===== src/rtl/edge_event_fifo_if.sv =====
// Edge event FIFO bus: pedge input, valid/ready event drain, occupancy and overflow status.
interface edge_event_fifo_if #(
  parameter int unsigned WIDTH = 8,
  parameter int unsigned DEPTH = 8,
  parameter int unsigned TS_W  = 16
);
  localparam int unsigned CW = $clog2(DEPTH) + 1;

  logic [WIDTH-1:0] pedge;
  logic             ev_valid;
  logic             ev_ready;
  logic [WIDTH-1:0] ev_mask;
  logic [TS_W-1:0]  ev_time;
  logic [CW-1:0]    count;
  logic             overflow;
  logic             clr_ovf;

  // Producer/consumer side: drives edges, drains events, clears the sticky flag.
  modport master (
    output pedge, ev_ready, clr_ovf,
    input  ev_valid, ev_mask, ev_time, count, overflow
  );

  // FIFO side.
  modport slave (
    input  pedge, ev_ready, clr_ovf,
    output ev_valid, ev_mask, ev_time, count, overflow
  );
endinterface


===== src/rtl/edge_event_fifo.sv =====
// Logs every non-zero pedge cycle as {timestamp, mask} into a first-word-fall-through FIFO
// with a sticky overflow flag for events dropped while full.
module edge_event_fifo #(
  parameter int unsigned WIDTH = 8,
  parameter int unsigned DEPTH = 8,
  parameter int unsigned TS_W  = 16
) (
  input  logic              clk,
  input  logic              rst_n,
  edge_event_fifo_if.slave  bus
);
  localparam int unsigned AW = $clog2(DEPTH);
  localparam int unsigned CW = AW + 1;

  typedef struct packed {
    logic [TS_W-1:0]  t;
    logic [WIDTH-1:0] m;
  } entry_t;

  entry_t          mem [DEPTH];
  logic [AW-1:0]   rd_ptr;
  logic [AW-1:0]   wr_ptr;
  logic [CW-1:0]   count_q;
  logic [TS_W-1:0] ts;
  logic            overflow_q;

  logic            valid_c;
  logic            full_c;
  logic            any_edge_c;
  logic            do_pop_c;
  logic            do_push_c;
  logic            drop_c;
  entry_t          head_c;

  // Handshake decode; a pop frees a slot for a same-cycle push when full.
  always_comb begin
    valid_c    = (count_q != '0);
    full_c     = (count_q == CW'(DEPTH));
    any_edge_c = |bus.pedge;
    do_pop_c   = valid_c && bus.ev_ready;
    do_push_c  = any_edge_c && (!full_c || do_pop_c);
    drop_c     = any_edge_c && full_c && !do_pop_c;
    head_c     = valid_c ? mem[rd_ptr] : '0;
  end

  always_ff @(posedge clk) begin
    if (!rst_n) begin
      for (int i = 0; i < int'(DEPTH); i++) mem[i] <= '0;
      rd_ptr     <= '0;
      wr_ptr     <= '0;
      count_q    <= '0;
      ts         <= '0;
      overflow_q <= 1'b0;
    end else begin
      ts <= ts + TS_W'(1);
      if (do_push_c) begin
        mem[wr_ptr] <= '{t: ts, m: bus.pedge};
        wr_ptr      <= wr_ptr + AW'(1);
      end
      if (do_pop_c) rd_ptr <= rd_ptr + AW'(1);
      if (do_push_c && !do_pop_c)      count_q <= count_q + CW'(1);
      else if (do_pop_c && !do_push_c) count_q <= count_q - CW'(1);
      // A drop in the same cycle as a clear leaves the flag set.
      if (drop_c)            overflow_q <= 1'b1;
      else if (bus.clr_ovf)  overflow_q <= 1'b0;
    end
  end

  assign bus.ev_valid = valid_c;
  assign bus.ev_mask  = head_c.m;
  assign bus.ev_time  = head_c.t;
  assign bus.count    = count_q;
  assign bus.overflow = overflow_q;
endmodule


===== src/flat_wrapper.sv =====
// flat-port wrapper written by rule: the top's interface ports become plain ports
module edge_event_fifo_flat 
#(
  parameter int unsigned WIDTH = 8,
  parameter int unsigned DEPTH = 8,
  parameter int unsigned TS_W  = 16
)
  (clk, rst_n, bus_pedge, bus_ev_ready, bus_clr_ovf, bus_ev_valid, bus_ev_mask, bus_ev_time, bus_count, bus_overflow);
  edge_event_fifo_if #(.WIDTH(WIDTH), .DEPTH(DEPTH), .TS_W(TS_W)) bus_i ();
  input  logic clk;
  input  logic rst_n;
  input wire logic [$bits(bus_i.pedge)-1:0] bus_pedge;
  input wire logic [$bits(bus_i.ev_ready)-1:0] bus_ev_ready;
  input wire logic [$bits(bus_i.clr_ovf)-1:0] bus_clr_ovf;
  output wire logic [$bits(bus_i.ev_valid)-1:0] bus_ev_valid;
  output wire logic [$bits(bus_i.ev_mask)-1:0] bus_ev_mask;
  output wire logic [$bits(bus_i.ev_time)-1:0] bus_ev_time;
  output wire logic [$bits(bus_i.count)-1:0] bus_count;
  output wire logic [$bits(bus_i.overflow)-1:0] bus_overflow;
  assign bus_i.pedge = bus_pedge;
  assign bus_i.ev_ready = bus_ev_ready;
  assign bus_i.clr_ovf = bus_clr_ovf;
  assign bus_ev_valid = bus_i.ev_valid;
  assign bus_ev_mask = bus_i.ev_mask;
  assign bus_ev_time = bus_i.ev_time;
  assign bus_count = bus_i.count;
  assign bus_overflow = bus_i.overflow;
  edge_event_fifo #(.WIDTH(WIDTH), .DEPTH(DEPTH), .TS_W(TS_W)) u_core (.clk(clk), .rst_n(rst_n), .bus(bus_i));
endmodule

===== config.mk =====
export PLATFORM = sky130hd
export DESIGN_NAME = edge_event_fifo_flat
export DESIGN_NICKNAME = d
export VERILOG_FILES = /design/src/rtl/edge_event_fifo_if.sv /design/src/rtl/edge_event_fifo.sv /design/src/flat_wrapper.sv
export SDC_FILE = /design/constraint.sdc
export NUM_CORES = 1
export LEC_CHECK = 0
export CELL_PAD_IN_SITES_DETAIL_PLACEMENT = 1
export CELL_PAD_IN_SITES_GLOBAL_PLACEMENT = 2
export CORE_MARGIN = 1
export CORE_UTILIZATION = 46
export DETAILED_ROUTE_END_ITERATION = 10
export PLACE_DENSITY = 0.91
export REMOVE_ABC_BUFFERS = 1
export SYNTH_ARGS = -nofsm -noshare
export SYNTH_HDL_FRONTEND = slang
export SYNTH_SLANG_ARGS = --single-unit

===== constraint.sdc =====
create_clock -name clk -period 5.85 [get_ports clk]
set_input_delay 1.17 -clock clk [delete_from_list [all_inputs] [get_ports clk]]
set_output_delay 1.17 -clock clk [all_outputs]
set_load 0.05 [all_outputs]

==> flow_summary.yaml <==
status:
  status: "completed"
timing:
  worst_pin_slew_ns: 1.13
  drv_slew: 0
  fin_crit_ns: 4.47
  skew_ns: 0.0102
  whs_ns: 0.509
  hold_viol_final: 0
  setup_violations: 0
  period_share: 0.764
  relSlewSlack: 0.244
  rsz0062_at_grt: "no"
  setup_tns_ns: 0
  fmax_mhz: 224
clocking:
  clk_path_buf_depth: 3
  cts.sinks: 222
  post_cts_resized: 0
  cts_buffers: 24
  clock_latency_ns: 0.51
  cts_setup_buffers: 0
  hold_buffers: 0
  cts_root_buf: "clkbuf_16"
  cts_tree: "built"
  clk_pin_slew_ns: 0.06
  htreeDepth: 1
global_route:
  grt_overflow: 0
  first_global_vias: 6832
  antenna_found_initial: 1
  grt_first_pass_wirelength_mm: 39.4
  grt_start_max_net_pins: 49
  groute.usage.overall: 0.244
drt:
  drc: 0
  post_drt_wl_per_cell_um: 23.9
  drt_iter0_drc: 383
  drt_pass1_iterations: 5
  via_per_inst: 5.79
  postRouteAntennaNets: 0
  vias: 6138
  wirelength_mm: 25.4
synthesis:
  async_flop_share: 0
  ys_seq_elements: 222
  synth_top_area_cell: "edfxtp_1"
  synth_area_mm2: 0.00973
  synth_compound_area_frac: 0.0148
  synth_edf_count: 192
  synth_top_family_by_area: "simple AND/OR/NAND/NOR gates"
  synth_cell_types: 37
  yosysSeqAreaShare: 0.654
  synth_warnings: 0
  synthTopCellsByArea: "edfxtp_1 59%, mux4_2 11%, nor2_1 8.9%"
  yosys-mux-area-fraction: 0.139
  ys_top_cells_by_count: "230 x nor2_1, 192 x edfxtp_1, 58 x nand2_1, 48 x mux4_2, 30 x dfxtp_1"
  syn_area_per_cell_um2: 13.2
  synth-simple-area-share: 0.146
  synth_top_cell_area_share: 0.592
  synthAdderAreaFrac: 0.00977
  synth_cells: 740
  synth_xor_area_frac: 0.0126
  synth.most_common_cell: "nor2_1"
  synth_flop_cell: "edfxtp_1"
power_and_ir_drop:
  ir_worst_vdd_v: 0.000247
  clkPwrFrac: 0.289
  power.internal_mw: 3.26
  pwr_density_cell_mw_per_mm2: 435
  p_total_mw: 4.87
  combinationalPowerShare: 0.279
  p_switching_mw: 1.61
  p_seq_frac: 0.432
  p_sw_frac: 0.330
  p_leak_nw: 3.69
finish:
  nets: 794
  fillers: 2040
  syn2layout_area_growth_pct: 14.9
  antenna_cells: 0
  final_cells: 1061
  layout-drive-gt1-share: 0.135
die:
  fp.dieW_um: 147
  start_util: 0.475
  core_area_mm2: 0.0205
  die_area_mm2: 0.0217
  rows: 52
  die_h_um: 147
  pin_count: 42
critical_path:
  path_max_fanout: 48
  path_class: "reg -> out"
  slowest_delay_ns: 1.01
  r2r.worst_path.cells: 5
  reg2reg_setup_slack_ns: 2.76
  worst_setup_path_end_kind: "output port"
  critPathSlowestCell: "dfxtp_4"
  crit_chain: "mux4_2 -> mux2i_1 -> nor2_1 -> clkdlybuf4s50_1"
  r2r_start: "u_core.bus.count[0]"
  required_ns: 4.68
  worstReg2RegEnd: "u_core.mem[7][0]"
  worstPathArrival_ns: 3.30
  start_kind: "register"
hold_path:
  min_from: "u_core.rd_ptr[1]"
  hold_path_class: "reg -> reg"
  hold_depth: 2
placed_design:
  hpwl_mm: 15.4
  placed_cells: 1019
  portBuffers: 41
  place_congestion: 0.754
job:
  maxCapViolCount: 0
## routing by layer
layer  vias to the layer above  global-route usage  routed length (um)
li1                       2735                   -                   -
met1                      3181               0.299               10300
met2                       172               0.450               13500
met3                        48              0.0324                1020
met4                         2              0.0696                 582
met5                         -                   0                  13
## power by group through the flow
stage               registers [mW]  logic (mW)  clock network, mW
finish                        2.10        1.36               1.41
global route                  2.14        1.44               1.48
global placement              2.12        1.33                  0
detailed placement            2.14        1.36                  0
CTS                           2.11        1.37               1.43
floorplan                     2.11       0.887                  0
## sequential cells by signal (all words and copies together), names as in the netlist, named ones only
register             count
u_core.mem             192
u_core.rd_ptr            3
u_core.wr_ptr            3
u_core.bus.overflow      1
u_core.bus.count         4
u_core.ts               16
## critical path: cells and delay by family, from the launching register on
kind,cells,cell delay (ns)
DFF,1,1.01
muxes,2,0.97
buffers and inverters,1,0.71
and+or+nand+nor,1,0.08
## layout by cell type (no fill, tap or decap), drive strengths merged, types with 2 or more instances in the layout
| master | count |
|---|---|
| or4 | 2 |
| clkinv | 10 |
| mux2i | 27 |
| nor4 | 5 |
| nand3 | 11 |
| o21ai | 12 |
| and2 | 2 |
| mux4 | 48 |
| nand2 | 58 |
| buf | 17 |
| clkbuf | 34 |
| dfxtp | 30 |
| nand2b | 2 |
| inv | 4 |
| nor2b | 3 |
| a21oi | 9 |
| xor2 | 7 |
| xnor2 | 7 |
| and4 | 2 |
| nand4 | 6 |
| nor3 | 5 |
| nor2 | 230 |
| or3 | 4 |
| nor3b | 9 |
| ha | 6 |
| edfxtp | 192 |
| clkdlybuf4s50 | 41 |
## worst max path at each step
stage | slack (ns) | end | cells past startpoint
2_1_floorplan | 1.37 | bus_ev_mask[0] | 3
3_3_place_gp | 1.68 | u_core.mem[7][3] | 6
3_5_place_dp | 1.57 | u_core.mem[7][7] | 6
4_1_cts | 1.31 | bus_ev_time[0] | 4
5_1_grt | 1.16 | bus_ev_time[0] | 4
6_report | 1.38 | bus_ev_time[14] | 4
## layout make-up
cell class	instances	area [um^2]	share of cell area
flip-flops and latches	222	6370	0.570
multi-input cells	463	3170	0.284
clock buffers	34	691	0.0618
repair buffers	58	551	0.0492
well taps	270	338	0.0302
clock inverters	8	33.8	0.00302
inverters	6	22.5	0.00201
## logic make-up after synthesis
family                     after synthesis
DFF                                    222
xor gates and xnor gates                14
adders and majority gates                7
buffers and inverters                   55
muxes                                   75
and+or+nand+nor                        341
AOI/OAI and AO/OA                       26
## through the flow
step	instance area [um^2]	util	worst slack [ns]
floorplan	9520	-	1.37
global placement	10500	0.510	1.68
detailed placement	10500	0.510	1.57
CTS	11200	0.545	1.31
global route	11200	0.545	1.16
finish	11200	0.545	1.38
No activity file was read; power rests on OpenSTA's default activity.
